===== config.mk =====
export PLATFORM = sky130hd
export DESIGN_NAME = lcd_host
export DESIGN_NICKNAME = d
export VERILOG_FILES = /design/src/rtl/lcd_pkg.sv /design/src/rtl/lcd_host_imgbuf.sv /design/src/rtl/lcd_host.sv
export SDC_FILE = /design/constraint.sdc
export NUM_CORES = 1
export LEC_CHECK = 0
export BUFFER_PORTS_ARGS = -buffer_cell sky130_fd_sc_hd__buf_4
export CORE_MARGIN = 8
export CORE_UTILIZATION = 61
export CTS_CLUSTER_DIAMETER = 80
export CTS_CLUSTER_SIZE = 24
export DETAILED_ROUTE_END_ITERATION = 16
export PLACE_DENSITY = 0.91
export SKIP_LAST_GASP = 1
export SYNTH_ARGS = -nofsm -noshare
export SYNTH_HDL_FRONTEND = slang
export SYNTH_SLANG_ARGS = --single-unit

===== constraint.sdc =====
create_clock -name clk -period 2.9 [get_ports clk]
set_input_delay 0.145 -clock clk [delete_from_list [all_inputs] [get_ports clk]]
set_output_delay 0.145 -clock clk [all_outputs]
set_load 0.02 [all_outputs]

===== src/rtl/lcd_pkg.sv =====
// Shared encodings and sizes for the LCD host and its image buffer.
package lcd_pkg;

    localparam int DW      = 8;
    localparam int IMG_PIX = 36;
    localparam int WIN_PIX = 9;

    localparam logic [2:0] CMD_REFLASH = 3'd0;
    localparam logic [2:0] CMD_LOAD    = 3'd1;
    localparam logic [2:0] CMD_RIGHT   = 3'd2;
    localparam logic [2:0] CMD_LEFT    = 3'd3;
    localparam logic [2:0] CMD_UP      = 3'd4;
    localparam logic [2:0] CMD_DOWN    = 3'd5;

    typedef enum logic [2:0] {
        IDLE     = 3'd0,
        FILL     = 3'd1,
        ISSUE    = 3'd2,
        STREAM   = 3'd3,
        WAIT_OUT = 3'd4,
        DONE     = 3'd5
    } host_state_e;

    // Encodings 6 and 7 have no controller meaning.
    function automatic logic op_is_valid(input logic [2:0] op);
        return (op <= CMD_DOWN);
    endfunction

endpackage


===== src/rtl/lcd_host_imgbuf.sv =====
// 36-entry pixel register file: written in raster order during FILL, read by index during STREAM.
module lcd_host_imgbuf
    import lcd_pkg::*;
(
    input  logic          clk,
    input  logic          reset,
    input  logic          i_we,
    input  logic [5:0]    i_waddr,
    input  logic [DW-1:0] i_wdata,
    input  logic [5:0]    i_raddr,
    output logic [DW-1:0] o_rdata
);

    logic [DW-1:0] r_mem [IMG_PIX];

    // Pixel storage; out-of-range addresses are ignored on write and read back as zero.
    always_ff @(posedge clk or negedge reset) begin
        if (!reset) begin
            for (int i = 0; i < IMG_PIX; i++) begin
                r_mem[i] <= '0;
            end
        end else if (i_we && (i_waddr < 6'(IMG_PIX))) begin
            r_mem[i_waddr] <= i_wdata;
        end
    end

    assign o_rdata = (i_raddr < 6'(IMG_PIX)) ? r_mem[i_raddr] : '0;

endmodule


===== src/rtl/lcd_host.sv =====
// Initiator side of the LCD controller cmd/datain/dataout/busy protocol.
// Buffers a Load image, issues commands, streams pixels and packs the returned 9-byte window.
module lcd_host
    import lcd_pkg::*;
#(
    parameter int TIMEOUT = 255
) (
    input  logic                  clk,
    input  logic                  reset,
    input  logic                  op_valid,
    output logic                  op_ready,
    input  logic [2:0]            op_cmd,
    input  logic                  px_valid,
    output logic                  px_ready,
    input  logic [DW-1:0]         px_data,
    output logic                  win_valid,
    input  logic                  win_ready,
    output logic [DW*WIN_PIX-1:0] win_data,
    output logic                  err,
    output logic [2:0]            lcd_cmd,
    output logic                  lcd_cmd_valid,
    output logic [DW-1:0]         lcd_datain,
    input  logic [DW-1:0]         lcd_dataout,
    input  logic                  lcd_output_valid,
    input  logic                  lcd_busy
);

    localparam logic [5:0] PIX_LAST  = 6'(IMG_PIX - 1);
    localparam logic [5:0] PIX_END   = 6'(IMG_PIX);
    localparam logic [3:0] OUT_LAST  = 4'(WIN_PIX - 1);
    localparam logic [7:0] WAIT_LAST = 8'(TIMEOUT - 1);

    host_state_e           r_state;
    host_state_e           w_next;
    logic [2:0]            r_cmd;
    logic [5:0]            r_pix_cnt;
    logic [3:0]            r_out_cnt;
    logic [7:0]            r_wait;
    logic [DW-1:0]         r_datain;
    logic [DW*WIN_PIX-1:0] r_win;
    logic                  r_win_valid;
    logic                  r_err;

    logic                  w_op_fire;
    logic                  w_px_fire;
    logic                  w_issue;
    logic                  w_last_byte;
    logic                  w_timeout;
    logic                  w_err_set;
    logic [5:0]            w_raddr;
    logic [DW-1:0]         w_rdata;

    lcd_host_imgbuf u_imgbuf (
        .clk     (clk),
        .reset   (reset),
        .i_we    (w_px_fire),
        .i_waddr (r_pix_cnt),
        .i_wdata (px_data),
        .i_raddr (w_raddr),
        .o_rdata (w_rdata)
    );

    // Next-state decode plus the handshake strobes, which are pure functions of state.
    always_comb begin
        w_next        = r_state;
        op_ready      = 1'b0;
        px_ready      = 1'b0;
        lcd_cmd_valid = 1'b0;
        w_op_fire     = 1'b0;
        w_px_fire     = 1'b0;
        w_issue       = 1'b0;
        w_last_byte   = 1'b0;
        w_timeout     = 1'b0;
        case (r_state)
            IDLE: begin
                op_ready  = 1'b1;
                w_op_fire = op_valid;
                if (op_valid && (op_cmd == CMD_LOAD)) begin
                    w_next = FILL;
                end else if (op_valid && op_is_valid(op_cmd)) begin
                    w_next = ISSUE;
                end else begin
                    w_next = IDLE;
                end
            end
            FILL: begin
                px_ready  = 1'b1;
                w_px_fire = px_valid;
                if (px_valid && (r_pix_cnt == PIX_LAST)) begin
                    w_next = ISSUE;
                end else begin
                    w_next = FILL;
                end
            end
            ISSUE: begin
                // The strobe is gated by the live busy level so it can never overlap busy.
                lcd_cmd_valid = !lcd_busy;
                w_issue       = !lcd_busy;
                if (lcd_busy) begin
                    w_next = ISSUE;
                end else if (r_cmd == CMD_LOAD) begin
                    w_next = STREAM;
                end else begin
                    w_next = WAIT_OUT;
                end
            end
            STREAM: begin
                if (r_pix_cnt == PIX_END) begin
                    w_next = WAIT_OUT;
                end else begin
                    w_next = STREAM;
                end
            end
            WAIT_OUT: begin
                w_last_byte = lcd_output_valid && (r_out_cnt == OUT_LAST);
                w_timeout   = !w_last_byte && (r_wait == WAIT_LAST);
                if (w_last_byte) begin
                    w_next = DONE;
                end else if (w_timeout) begin
                    w_next = IDLE;
                end else begin
                    w_next = WAIT_OUT;
                end
            end
            DONE: begin
                if (win_ready) begin
                    w_next = IDLE;
                end else begin
                    w_next = DONE;
                end
            end
            default: begin
                w_next = IDLE;
            end
        endcase
    end

    assign w_err_set = (w_op_fire && !op_is_valid(op_cmd)) || w_timeout ||
                       (lcd_output_valid && (r_state != WAIT_OUT));
    assign w_raddr   = (r_state == STREAM) ? r_pix_cnt : 6'd0;

    // State register.
    always_ff @(posedge clk or negedge reset) begin
        if (!reset) begin
            r_state <= IDLE;
        end else begin
            r_state <= w_next;
        end
    end

    // Sticky error flag; only reset clears it.
    always_ff @(posedge clk or negedge reset) begin
        if (!reset) begin
            r_err <= 1'b0;
        end else if (w_err_set) begin
            r_err <= 1'b1;
        end
    end

    // Counters, command latch, pixel stream register and window packing.
    always_ff @(posedge clk or negedge reset) begin
        if (!reset) begin
            r_cmd       <= 3'd0;
            r_pix_cnt   <= 6'd0;
            r_out_cnt   <= 4'd0;
            r_wait      <= 8'd0;
            r_datain    <= '0;
            r_win       <= '0;
            r_win_valid <= 1'b0;
        end else begin
            case (r_state)
                IDLE: begin
                    r_pix_cnt <= 6'd0;
                    if (w_op_fire && op_is_valid(op_cmd)) begin
                        r_cmd <= op_cmd;
                    end
                end
                FILL: begin
                    if (w_px_fire) begin
                        r_pix_cnt <= r_pix_cnt + 6'd1;
                    end
                end
                ISSUE: begin
                    if (w_issue) begin
                        r_out_cnt <= 4'd0;
                        r_wait    <= 8'd0;
                        // Preload pixel 0 so the stream starts right after the strobe cycle.
                        if (r_cmd == CMD_LOAD) begin
                            r_datain  <= w_rdata;
                            r_pix_cnt <= 6'd1;
                        end
                    end
                end
                STREAM: begin
                    if (r_pix_cnt == PIX_END) begin
                        r_datain <= '0;
                    end else begin
                        r_datain  <= w_rdata;
                        r_pix_cnt <= r_pix_cnt + 6'd1;
                    end
                end
                WAIT_OUT: begin
                    if (r_wait != 8'hFF) begin
                        r_wait <= r_wait + 8'd1;
                    end
                    if (w_timeout) begin
                        r_win <= '0;
                    end else if (lcd_output_valid) begin
                        for (int i = 0; i < WIN_PIX; i++) begin
                            if (r_out_cnt == 4'(i)) begin
                                r_win[i*DW +: DW] <= lcd_dataout;
                            end
                        end
                        r_out_cnt <= r_out_cnt + 4'd1;
                    end
                    if (w_last_byte) begin
                        r_win_valid <= 1'b1;
                    end
                end
                DONE: begin
                    if (win_ready) begin
                        r_win_valid <= 1'b0;
                    end
                end
                default: begin
                    r_win_valid <= 1'b0;
                end
            endcase
        end
    end

    assign lcd_cmd    = r_cmd;
    assign lcd_datain = r_datain;
    assign win_valid  = r_win_valid;
    assign win_data   = r_win;
    assign err        = r_err;

endmodule


## Word-level counts from Yosys, hierarchy flattened

Cells that the tools add are included.

| storage, ports and cells | value |
|---|---|
| word-level logic and storage cells | 195 |
| flip-flop bits (word level) | 394 |

| operators by class | value |
|---|---|
| muxes and demuxes | 55 |
| bitwise logic cells | 3 |
| $add $sub $neg | 3 |
| $lt $le $gt $ge | 6 |
| reductions and logical operators | 46 |
| equality and inequality tests | 29 |

Operators with widths:

| operator | count |
|---|---|
| 288-bit bitwise mux | 1 |
| 72-bit 2-to-1 mux | 2 |
| 8-bit 2-to-1 mux | 18 |
| 8-bit binary-select mux with 6-bit select | 1 |
| 8-bit demux with 6-bit select | 1 |
| 3-bit AND reduction | 12 |
| 8-bit case mux with 2 select lines | 2 |
| 6-bit 2-to-1 mux | 5 |
| 6-bit case mux with 4 select lines | 1 |
| 2-bit nonzero test | 12 |
| 3-bit 2-to-1 mux | 6 |
| 3-bit case mux with 6 select lines | 1 |
| 4-bit by 3-bit equality test with 1-bit output (second input constant) | 4 |
| 2-bit inequality test (second input constant) | 8 |
| 7-bit >= comparator (second input constant) | 2 |
| 6-bit inverter with 7-bit output | 2 |
| 6-bit equality test (second input constant) | 2 |
| 6-bit less-than comparator (second input constant) | 2 |
| 4-bit 2-to-1 mux | 3 |
| 1-bit logical AND | 10 |
| 3-bit by 1-bit equality test with 1-bit output (second input constant) | 3 |
| 1-bit 2-to-1 mux | 9 |
| 8-bit by 1-bit adder with 8-bit output (second input constant) | 1 |
| 4-bit by 2-bit equality test with 1-bit output (second input constant) | 2 |
| other kinds (25) | 32 |

## Longest topological paths before layout

| logic depth | value |
|---|---|
| depth after elaboration | 10 |
| gate-level depth with buffers | 10 |
| depth with buffers taken out | 7 |

## Modules after synthesis

Synthesis repeated with hierarchy kept, for this count alone.

| second synthesis, totals | value |
|---|---|
| cells, all modules | 1,324 |
| area total of the unflattened synthesis | 18,360.1 um^2 |

By module, submodules not included:

| module | instances | cells each | sequential area each (um^2) | area each (um^2) |
|---|---|---|---|---|
| lcd_host_imgbuf | 1 | 864 | 7,206.9 | 13,354.1 |
| lcd_host | 1 | 460 | 2,652.5 | 5,006.1 |

## Least setup slack after synthesis

OpenSTA, ideal clock, no wires.

| timing path | value |
|---|---|
| path kind | register -> register |
| start point | reg r_pix_cnt[4] |
| end point | reg u_imgbuf.r_mem[199] (netlist name) |
| slack | 268 ps |
| period minus slack after synthesis | 2,632 ps |
| arrival time | 2,507 ps |
| path buffers | 2 |
| cell stages (with the launch flop) | 9 |
| path through | dfrtp_1 -> buf_6 -> or3_4 -> a2111o_1 -> or2_1 -> buf_6 -> nor3_4 -> nand2_4 -> mux2_4 |

| between the ends | value |
|---|---|
| cells in the longest elaborated chain, start to end | 6 |

RTL lines:

| element | line | RTL |
|---|---|---|
| start, declared | lcd_host.sv:36 | `logic [5:0] r_pix_cnt;` |
| start signal, assigned | lcd_host.sv:180 | `r_pix_cnt <= r_pix_cnt + 6'd1;` |
| start signal, assigned | lcd_host.sv:199 | `r_pix_cnt <= r_pix_cnt + 6'd1;` |
| 6-bit inverter with 7-bit output (implied by the code) | lcd_host_imgbuf.sv:23 | `r_mem[i_waddr] <= i_wdata;` |
| 7-bit >= comparator (implied by the code) / 7-bit by 1-bit less-than comparator with 1-bit output (equally long branches) | lcd_host_imgbuf.sv:23 |  |
| 1-bit logical AND (implied by the code) | lcd_host_imgbuf.sv:23 |  |
| 8-bit 2-to-1 mux (implied by the code) | lcd_host_imgbuf.sv:23 |  |
| 8-bit demux with 6-bit select | lcd_host_imgbuf.sv:23 |  |
| 288-bit bitwise mux | lcd_host_imgbuf.sv:23 |  |
| end signal, assigned by index | lcd_host_imgbuf.sv:23 |  |
| end, declared | lcd_host_imgbuf.sv:14 | `logic [DW-1:0] r_mem [IMG_PIX];` |

Several ways; a longest one is shown, not always the timed one.
A chain may end at the register's enable or synchronous reset.

## Final worst setup path

| timing path | value |
|---|---|
| start point | reg r_state[2] |
| end point | reg r_datain[2] (netlist: lcd_datain[2]) |

| between the ends | value |
|---|---|
| cells in the longest elaborated chain, start to end | 10 |

RTL lines:

| element | line | RTL |
|---|---|---|
| start, declared | lcd_host.sv:33 | `host_state_e r_state;` |
| start signal, assigned | lcd_host.sv:147 | `r_state <= w_next;` |
| 3-bit by 2-bit equality test with 1-bit output | lcd_host.sv:140, lcd_host.sv:171 |  |
| 6-bit 2-to-1 mux | lcd_host.sv:140 | `assign w_raddr = (r_state == STREAM) ? r_pix_cnt : 6'd0;` |
| 6-bit inverter with 7-bit output (implied by the code) | lcd_host_imgbuf.sv:27 | `assign o_rdata = (i_raddr < 6'(IMG_PIX)) ? r_mem[i_raddr] : '0;` |
| 8-bit binary-select mux with 6-bit select | lcd_host_imgbuf.sv:27 |  |
| 8-bit 2-to-1 mux (implied by the code) (2 in a row) | lcd_host_imgbuf.sv:27 |  |
| 8-bit 2-to-1 mux | lcd_host_imgbuf.sv:27 |  |
| 8-bit 2-to-1 mux | lcd_host.sv:188 | `if (r_cmd == CMD_LOAD) begin` |
| 8-bit 2-to-1 mux | lcd_host.sv:184 | `if (w_issue) begin` |
| 8-bit case mux with 2 select lines | lcd_host.sv:171 | `case (r_state)` |
| end signal, assigned | lcd_host.sv:189 | `r_datain <= w_rdata;` |
| end signal, assigned | lcd_host.sv:198 | `r_datain <= w_rdata;` |
| end, declared | lcd_host.sv:39 | `logic [DW-1:0] r_datain;` |

Several ways; a longest one is shown, not always the timed one. The select of a mux whose other input is x is not followed.

==> results.py <==
metrics = {
    "clock_network": {
        "cts_made_buffers": 21,
        "clk_pin_slew_ns": 0.09,
        "clk_latency_ns": 0.55,
        "cts_tree": "done",
        "clockBufferDepth": 3,
        "clock_sink_count": 394,
        "h-tree-depth": 1,
        "ctsRootBufferMaster": "sky130_fd_sc_hd__clkbuf_16",
    },
    "timing": {
        "max_slew_margin": 0.1988,
        "fin_setup_tns_ns": 0,
        "finalMaxSlewViolations": 0,
        "hold-worst-slack_ns": 0.03858,
        "final_hold_viol_count": 0,
        "clock-skew-final_ns": 0.01060,
        "setup-violations-final": 0,
        "final_period_utilization": 0.9866,
        "min_period_ns": 2.861,
        "timing.fmax_mhz": 349.5,
        "max_slew.worst_pin.slew_ns": 1.202,
        "unrepaired_setup_endpoints_after_global_routing": "false",
        "fin_ws_ns": 0.03887,
    },
    "critical_path": {
        "buffers_and_inverters_on_the_worst_path": 1,
        "timing.critical_path.slowest_stage_cell": "sky130_fd_sc_hd__o32ai_1",
        "worstSetupStartpointType": "flop",
        "worst_path_largest_cell_delay_ns": 0.60,
        "critPathMaxFanout": 21,
        "worst-r2r-setup-slack_ns": 0.04,
        "category_of_the_critical_setup_timing_path": "reg -> reg",
        "worst-endpoint-required_ns": 3.38,
        "critical_path_arrival_ns": 3.34,
        "timing.critical_path.cells": "and3b_1, buf_12, nand2_1, a31oi_1, a21oi_1, o32ai_1, a22o_1",
        "critical_path.top_delay_family": "compound AO/OA/AOI/OAI gates",
        "worst_setup_path_end_kind": "flop",
    },
    "grt": {
        "grt.overflow.total": 0,
        "gr-usage-all-layers": 0.2729,
        "first_global_vias": 13770,
        "grt_pass1_wl_um": 78430,
        "grt_antenna_before_repair": 0,
        "grt_start_max_net_pins": 90,
    },
    "drt": {
        "avgRoutedWirePerCell_um": 24.26,
        "drt_iter0_markers": 1663,
        "met3_wirelength_um": 4202,
        "met2WireLength_um": 23360,
        "via_count": 13650,
        "route.detailed.vias_per_inst": 6.692,
        "routed_wl_um": 49500,
        "highest-signal-layer": "met4",
        "drt-met1-wl_um": 19440,
        "detail-route-antenna-nets": 0,
        "detail_route.drc_violations": 0,
        "firstDrtPassIters": 7,
    },
    "logic_synthesis": {
        "synth_top_area_share": 0.5378,
        "synthesis.instances": 1532,
        "count_of_unique_library_cells_instantiated_by_yosys": 68,
        "netlist_area_um2": 18330,
        "yosysSeqAreaShare": 0.5378,
        "synth_area_per_cell_um2": 11.97,
        "synth.ff_latch_count": 394,
        "synth-warning-count": 0,
        "yosys-top-cells-area": "sky130_fd_sc_hd__dfrtp_1 (54%), sky130_fd_sc_hd__mux2_2 (19%), sky130_fd_sc_hd__nand2_1 (3.5%), sky130_fd_sc_hd__mux2i_1 (2.4%), sky130_fd_sc_hd__a21oi_1 (2.0%)",
        "yosys.area.top_type": "sky130_fd_sc_hd__dfrtp_1",
        "async_flop_share": 1.000,
        "mappedNetlistNets": 1566,
        "synth_enable_flop_cells": 0,
        "main_synth_ff_type": "sky130_fd_sc_hd__dfrtp_1",
    },
    "power": {
        "leakage_nw": 10.08,
        "vdd_drop_max_uv": 598.1,
        "clock_power_share": 0.249,
        "switching_share": 0.3236,
        "design_power_total_mw": 12.96,
        "pwr-share-seq": 0.495,
        "cell_internal_pwr_mw": 8.767,
        "net-switching-power_mw": 4.193,
        "pwr-share-comb": 0.256,
        "pwr_density_cell_nw_per_um2": 628.1,
    },
    "layout": {
        "postLayoutCoreUtil": 0.6962,
        "nNetsFinal": 1679,
        "mostFrequentLayoutCell": "sky130_fd_sc_hd__dfrtp_1",
        "n_antenna_cell": 0,
        "layout.cell_area.non_filler_um2": 20630,
        "flow.area_growth_from_synthesis_pct": 12.55,
        "drive_above_1_share": 0.3345,
        "final-instance-count-excl-fill": 2040,
        "fillerInstances": 2009,
        "layout_common_cells": "sky130_fd_sc_hd__dfrtp_1 (391), sky130_fd_sc_hd__mux2_2 (317), sky130_fd_sc_hd__nand2_1 (173)",
    },
    "place": {
        "port_buffers": 113,
        "dpl_cell_area_um2": 19850,
        "numPlacedInstances": 1995,
        "gpl.final_weighted_congestion": 0.9654,
        "dp_slack_ns": 0.1619,
        "placed_wire_length_estimate_um": 33630,
    },
    "status": {
        "status": "completed",
    },
    "die": {
        "die_h_um": 189.4,
        "die-area_um2": 35860,
        "initial_core_util": 0.6186,
        "die_w_um": 189.4,
        "ios": 114,
        "placeable_core_region_um2": 29640,
        "num_rows": 63,
    },
    "job": {
        "drv_cap": 0,
    },
    "worst_hold_path": {
        "hold_path.class": "in -> reg",
    },
}
## layer usage
metal	vias up	track usage
li1	5795	-
met1	6913	0.3572
met2	751	0.4366
met3	192	0.05224
met4	0	0.1257
met5	-	0
## final cells by class
cell class | instances | area, um2 | share of cell area
well taps | 390 | 488.0 | 0.02365
multi-input cells | 1026 | 8044 | 0.3898
flip-flops and latches | 394 | 9866 | 0.4781
clock buffers | 21 | 525.5 | 0.02547
inverters | 13 | 48.80 | 0.002365
clock inverters | 7 | 81.33 | 0.003941
repair buffers | 189 | 1582 | 0.07664
## flip-flops by register name (all words and copies together) (netlist names)
signal and flops:
u_imgbuf.r_mem 288, win_data 72, lcd_datain 8, r_wait 8
r_pix_cnt 6, r_out_cnt 4, lcd_cmd 3, r_state 3
err 1, win_valid 1
## worst register-to-register path, delay by kind of cell, from the launching register on
kind	cells	cell delay, ns
DFF	1	0.55
AOI/OAI and AO/OA	4	1.25
buffers and inverters	1	0.21
and+or+nand+nor	2	0.79
## path summary, 6_finish.rpt
check,start,end,cells past startpoint
worst max-delay path,r_state[2],lcd_datain[2],7
worst min-delay path,op_valid,r_state[0],3
worst max register to register,r_state[2],lcd_datain[2],7
worst min register to register,win_data[15],win_data[15],2
max in group asynchronous,reset,u_imgbuf.r_mem[121],3
min in group asynchronous,reset,u_imgbuf.r_mem[247],2
## synthesized netlist by cell type, types with 10 or more instances
cell,instances
sky130_fd_sc_hd__nand2_1,173
sky130_fd_sc_hd__a211oi_1,10
sky130_fd_sc_hd__nand2b_1,17
sky130_fd_sc_hd__mux2_2,317
sky130_fd_sc_hd__a21o_1,10
sky130_fd_sc_hd__and2_1,11
sky130_fd_sc_hd__clkbuf_1,78
sky130_fd_sc_hd__nand4_1,11
sky130_fd_sc_hd__nor3_1,17
sky130_fd_sc_hd__a21oi_1,73
sky130_fd_sc_hd__o21ai_0,59
sky130_fd_sc_hd__inv_1,11
sky130_fd_sc_hd__a31oi_1,19
sky130_fd_sc_hd__a22oi_1,16
sky130_fd_sc_hd__a22o_1,18
sky130_fd_sc_hd__mux2i_1,44
sky130_fd_sc_hd__dfrtp_1,394
sky130_fd_sc_hd__buf_1,17
sky130_fd_sc_hd__nor2_1,52
sky130_fd_sc_hd__nand3_1,14
sky130_fd_sc_hd__o221ai_1,28
## cell families (layout without fill, tap and decap cells)
logic type                 Yosys count  in the layout  share of synthesized area
muxes                              377            377                     0.2345
DFF                                394            394                     0.5378
adders and majority gates            8              8                   0.005460
AOI/OAI and AO/OA                  295            295                     0.1073
and+or+nand+nor                    340            340                    0.08824
xor gates and xnor gates             6              6                   0.002866
buffers and inverters              112            230                    0.02389
## repair_timing
action                     in CTS  in global routing
setup endpoints to repair       0                 36
hold endpoints to repair      131                  0
hold buffers                   17                  0
buffers inserted                0                  0
gates resized for setup         0                  3
## power by group through the flow
stage	sequential [mW]	combinational (mW)	clock, mW
final	6.42	3.32	3.22
after floorplan	6.62	1.74	0
after global routing	6.47	3.55	3.44
after CTS	6.40	3.27	3.25
after global placement	6.47	3.11	0
after detailed placement	6.50	3.22	0
No activity file was read; power rests on OpenSTA's default activity.
